**src/rtl/shr_harness.sv**
```systemverilog
// Serial-in/parallel-out and parallel-in/serial-out shift harness around a ROI.
// Optional registered dout parity on port par when SHR_PARITY_EN is defined.
module shr_harness #(
  parameter int DIN_N    = 256,
  parameter int DOUT_N   = 256,
  parameter int CAP_DLY  = 0,
  parameter int AUTO_STB = 0
) (
  input  logic              clk,
  input  logic              rst_n,
  input  logic              di,
  input  logic              stb,
  output logic              sdo,
  output logic [DIN_N-1:0]  din,
  input  logic [DOUT_N-1:0] dout,
  output logic              busy,
  output logic              cap_done
`ifdef SHR_PARITY_EN
  ,
  output logic              par
`endif
);

  localparam int CW = $clog2(DIN_N);
  localparam logic [CW-1:0] CNT_LAST = CW'(DIN_N - 1);
  localparam logic [3:0] WAIT_LD =
    4'((CAP_DLY > 0) ? CAP_DLY - 1 : 0);

  typedef enum logic {
    ST_IDLE,
    ST_WAIT
  } state_t;

  state_t            state;
  state_t            state_nxt;
  logic [DIN_N-1:0]  din_shr;
  logic [DOUT_N-1:0] dout_shr;
  logic [CW-1:0]     bit_cnt;
  logic [3:0]        wait_cnt;
  logic [3:0]        wait_nxt;
  logic              load;
  logic              cap;

  always_comb begin
    load = stb;
    if (AUTO_STB != 0) load = (bit_cnt == CNT_LAST);
  end

  // Zero delay captures on the load edge and never leaves IDLE.
  always_comb begin
    state_nxt = state;
    wait_nxt  = wait_cnt;
    cap       = 1'b0;
    if (CAP_DLY == 0) begin
      cap = load;
    end else begin
      unique case (state)
        ST_IDLE: begin
          if (load) begin
            state_nxt = ST_WAIT;
            wait_nxt  = WAIT_LD;
          end
        end
        ST_WAIT: begin
          cap = (wait_cnt == 4'd0);
          if (load) begin
            wait_nxt = WAIT_LD;
          end else if (cap) begin
            state_nxt = ST_IDLE;
          end else begin
            wait_nxt = wait_cnt - 4'd1;
          end
        end
      endcase
    end
  end

  always_ff @(posedge clk or negedge rst_n) begin
    if (!rst_n) begin
      state    <= ST_IDLE;
      wait_cnt <= '0;
      bit_cnt  <= '0;
      din_shr  <= '0;
      dout_shr <= '0;
      din      <= '0;
      cap_done <= 1'b0;
    end else begin
      state    <= state_nxt;
      wait_cnt <= wait_nxt;
      bit_cnt  <= load ? '0 : bit_cnt + 1'b1;
      din_shr  <= {din_shr[DIN_N-2:0], di};
      if (cap) dout_shr <= dout;
      else dout_shr <= {dout_shr[DOUT_N-2:0], din_shr[DIN_N-1]};
      if (load) din <= din_shr;
      cap_done <= cap;
    end
  end

`ifdef SHR_PARITY_EN
  always_ff @(posedge clk or negedge rst_n) begin
    if (!rst_n) par <= 1'b0;
    else if (cap) par <= ^dout;
  end
`endif

  assign sdo  = dout_shr[DOUT_N-1];
  assign busy = (state == ST_WAIT);

endmodule

```
**config.mk**
```make
export PLATFORM = sky130hd
export DESIGN_NAME = shr_harness
export DESIGN_NICKNAME = d
export VERILOG_FILES = /design/src/rtl/shr_harness.sv
export SDC_FILE = /design/constraint.sdc
export NUM_CORES = 1
export LEC_CHECK = 0
export BUFFER_PORTS_ARGS = -buffer_cell sky130_fd_sc_hd__buf_2
export CORE_ASPECT_RATIO = 1.4
export CORE_UTILIZATION = 57
export CTS_BUF_LIST = sky130_fd_sc_hd__clkbuf_4
export DETAILED_ROUTE_END_ITERATION = 7
export PLACE_DENSITY_LB_ADDON = 0.08
export SLEW_MARGIN = 0
export SYNTH_ARGS = -nofsm -noshare
export SYNTH_HDL_FRONTEND = slang
export SYNTH_SLANG_ARGS = --single-unit
```
**constraint.sdc**
```tcl
create_clock -name clk -period 1 [get_ports clk]
set_input_delay 0.05 -clock clk [delete_from_list [all_inputs] [get_ports clk]]
set_output_delay 0.05 -clock clk [all_outputs]
set_load 0.01 [all_outputs]
```
# --- Word level (Yosys, flattened, before mapping) ---
# Index checks and enable logic that the tools add are counted.
# W data, S select, Z words.
totals:
  reg_bits: 769
  inputBits: 260
  elab_cells: 5
classes:
  n_mux: 1
ops:
  columns: ["cell", "n"]
  rows:
  - ["$mux W256", 1]

# --- Depth between registers and ports, before layout ---
logic_depth:
  ltp_word: 1
  mapped_depth: 4
  ltp_nobuf: 1

# --- Worst setup path after synthesis ---
# No wires, ideal clock.
synth_path:
  kind: "input port to flip-flop"
  start: "in stb"
  end: "reg dout_shr[103]"
  setup_time_ns: 0.125
  t_arrival_ns: 0.798
  t_required_ns: 0.875
  slack_ns: 0.077
  path_stages: 4
  path_buffers: 3
  cell_sequence: "buf_6 buf_6 clkbuf_8 mux2_2"
synth_between:
  elab_chain_len: 1
synth_rtl:
  columns: ["element", "line_no", "source"]
  rows:
  - ["from (decl)", "12", "input logic stb,"]
  - ["$mux W256", "92", "if (cap) dout_shr <= dout;"]
  - ["to (signal assigned)", "92", null]
  - ["to (signal assigned)", "93", "else dout_shr <= {dout_shr[DOUT_N-2:0], din_shr[DIN_N-1]};"]
  - ["to (decl)", "37", "logic [DOUT_N-1:0] dout_shr;"]
# No other way between the ends.
# A chain may end at the register's enable or synchronous reset.

# --- Worst setup path after layout ---
layout_path:
  start: "reg din[254]"
  end: "out din[254]"
layout_rtl:
  columns: ["element", "line_no", "source"]
  rows:
  - ["from (decl)", "14", "output logic [DIN_N-1:0] din,"]
  - ["from (signal assigned)", "94", "if (load) din <= din_shr;"]
# No word-level cell between the ends.

==> run metrics <==
status=finished, violations left; failing checks=negative setup slack; syn nets=roughly 1,600; Power Density=about 1700 mW/mm²; Mapped Cells=between 1,000 and 1,500; Internal=roughly 49 mW; FF/Latch Area=slightly below 0.02 mm²; flops & latches, synth=between 700 and 800; drt pass-1 iters=5; die area=about 0.046 mm²; GRT Total Usage=0.364; Cell Count, Final, Fillers Out=between 3,000 and 4,000; Root Buffer Master=clkbuf_4; clock transition at the registers of the reported paths=about 0.11 ns; layout cells sized above 1=0.529; R2R Path End=dout_shr[203]$_DFF_PN0_; Seq/Total Area, Yosys=0.750; Cells after DPL=~2,400; Setup Viol. Count Final=between 200 and 300; max cap viols=0; Max clock buf depth=3; Sequential Power Share=0.501; dpl hpwl=between 30,000 and 40,000 µm; Setup crit end kind=output port; Buf/Inv on CP=1; WL/cell=around 27 µm; Final nets=between 2,000 and 3,000; Cell Rows=91; part of the power in combinational logic=0.098; Sw Pwr=17.3 mW; core area=0.0443 mm²; reg2reg start=dout_shr[202]$_DFF_PN0_; TritonCTS Buffers=around 180; crit path max fanout=2; hold_sp=stb; slowest cell on the critical path=dfrtp_1; Switching Share=0.261; number of library cell types mapped by synthesis=7; Mapped Area=approximately 0.026 mm²; YS warnings=0; pre-CTS setup slack=-0.104 ns; Slew Limit Fails=0; # fillers=1,776; H-tree Lvls=4; gpl congestion=0.825; Hold Fails Final Rpt=0; largest net degree at the start of global routing=59; initial core utilization=0.579; global-route wire length before repair=about 120,000 µm; TritonCTS clock tree=done; RSZ-0062 raised after global routing=true; vias in the first global route=around 20,000; Multi-input gate area=approximately 0.0058 mm²; CP Launch Type=flop; Setup WS post-layout=-0.565 ns; commonest non-fill, non-tap cell in the layout=dfrtp_1; Mean Syn Cell Area=between 15 and 20 µm²; initial antenna violation count=15; clk sinks=769; ANT nets after route=0; Worst Hold Path EP=din[254]$_DFFE_PN0P_; crit path kind=reg -> out; LEAKAGE=~19 nW; Worst EP arrival=approximately 1.5 ns; fin crit period=roughly 1.6 ns; Die Height=~250 µm; worst vdd ir=around 0.0015 V; hold slack=0.252 ns; Layout area overhead=50.3%; grt ovf=0; Worst Skew=a little under 0.08 ns; clock share of power=0.401; Final Cell Area=0.0386 mm²; DRC viols=0; CP top delay family=flip-flops; part of the cycle the worst path needs=1.56; setup TNS=-113.86 ns; Max Freq=around 0.64 GHz; num ports=a little over 500; I/O Buffers=around 520; Vias/cell=5.46; Worst Hold Class=in -> reg; worst reg-to-reg path cell count=1; CP cell instances=buf_6; Worst Hold Path Cells=4; r2r setup slk=-0.19 ns; routed via count=18,400; Iter 0 DRT Violations=1,375; Area after DPL=0.0294 mm²; commonest cells after routing, fill and taps aside=769 x dfrtp_1, 517 x dlygate4sd3_1, 509 x mux2_2; Final Power=approximately 66 mW; Util after Layout=0.871; Post-Route WL=a little under 90,000 µm; latest clock arrival within the worst-skew pair=about 0.92 ns; Die Span X=between 150 and 200 µm; peak per-stage delay on the critical path=between 0.4 and 0.5 ns; Critical Path RT=~0.95 ns
synthesized netlist by cell type:
library cell,instances,share of area
clkbuf_8,8,0.0043
conb_1,1,0.00015
buf_6,46,0.020
buf_2,3,0.00058
mux2_2,512,0.22
dfrtp_1,769,0.75
buf_4,1,0.00029
flip-flops by register name, indices dropped and copies added, names as in the netlist:
name      count
cap_done      1
din         256
din_shr     256
dout_shr    256
worst min-delay path: cells and delay by family:
family,cells,cell delay [ns]
muxes,1,0.16
buffers and inverters,3,0.95
power groups by stage:
stage | combinational, mW | sequential (mW) | clock, mW
final | 6.53 | 33.2 | 26.6
after global routing | 6.79 | 33.2 | 28.5
after CTS | 5.73 | 32.9 | 25.5
after detailed placement | 4.00 | 33.5 | 0
after global placement | 3.91 | 33.4 | 0
after floorplan | 1.92 | 33.4 | 0
layer usage:
| metal | global-route usage | vias to the layer above | part of all wire |
|---|---|---|---|
| li1 | - | 7364 | - |
| met1 | 0.393 | 9235 | 0.33 |
| met2 | 0.578 | 1272 | 0.47 |
| met3 | 0.134 | 522 | 0.10 |
| met4 | 0.293 | 6 | 0.094 |
| met5 | 0.00541 | - | 0.00095 |
area by class of cell:
type / count / area share
diodes: 17 / 0.00110
clock buffers: 267 / 0.0520
clock inverters: 44 / 0.00658
multi-input cells: 513 / 0.150
flip-flops and latches: 769 / 0.499
well taps: 558 / 0.0181
repair buffers: 1202 / 0.274
logic make-up (layout without fill, tap and decap cells):
group,Yosys count,in the layout,share of synthesized area
flops,769,769,0.750
other cells,1,18,0.000146
buf+inv,58,1513,0.0254
mux,512,512,0.225
worst max path at each step:
stage | cells past startpoint | from | end | slack, ns
3_3_place_gp | 4 | stb | dout_shr[84]$_DFF_PN0_ | -0.09
6_report | 1 | din[254]$_DFFE_PN0P_ | din[254] | -0.56
2_1_floorplan | 4 | stb | dout_shr[103]$_DFF_PN0_ | 0.08
5_1_grt | 1 | din[254]$_DFFE_PN0P_ | din[254] | -0.65
3_5_place_dp | 4 | stb | dout_shr[137]$_DFF_PN0_ | -0.10
4_1_cts | 1 | din[253]$_DFFE_PN0P_ | din[253] | -0.60
repair_timing:
item	4_1_cts	5_1_grt
hold buffers	518	0
resized for setup	231	28
setup endpoints to repair	258	264
endpoints found under the hold margin	1283	0
buffers inserted	38	46
No activity file was read; power rests on OpenSTA's default activity.
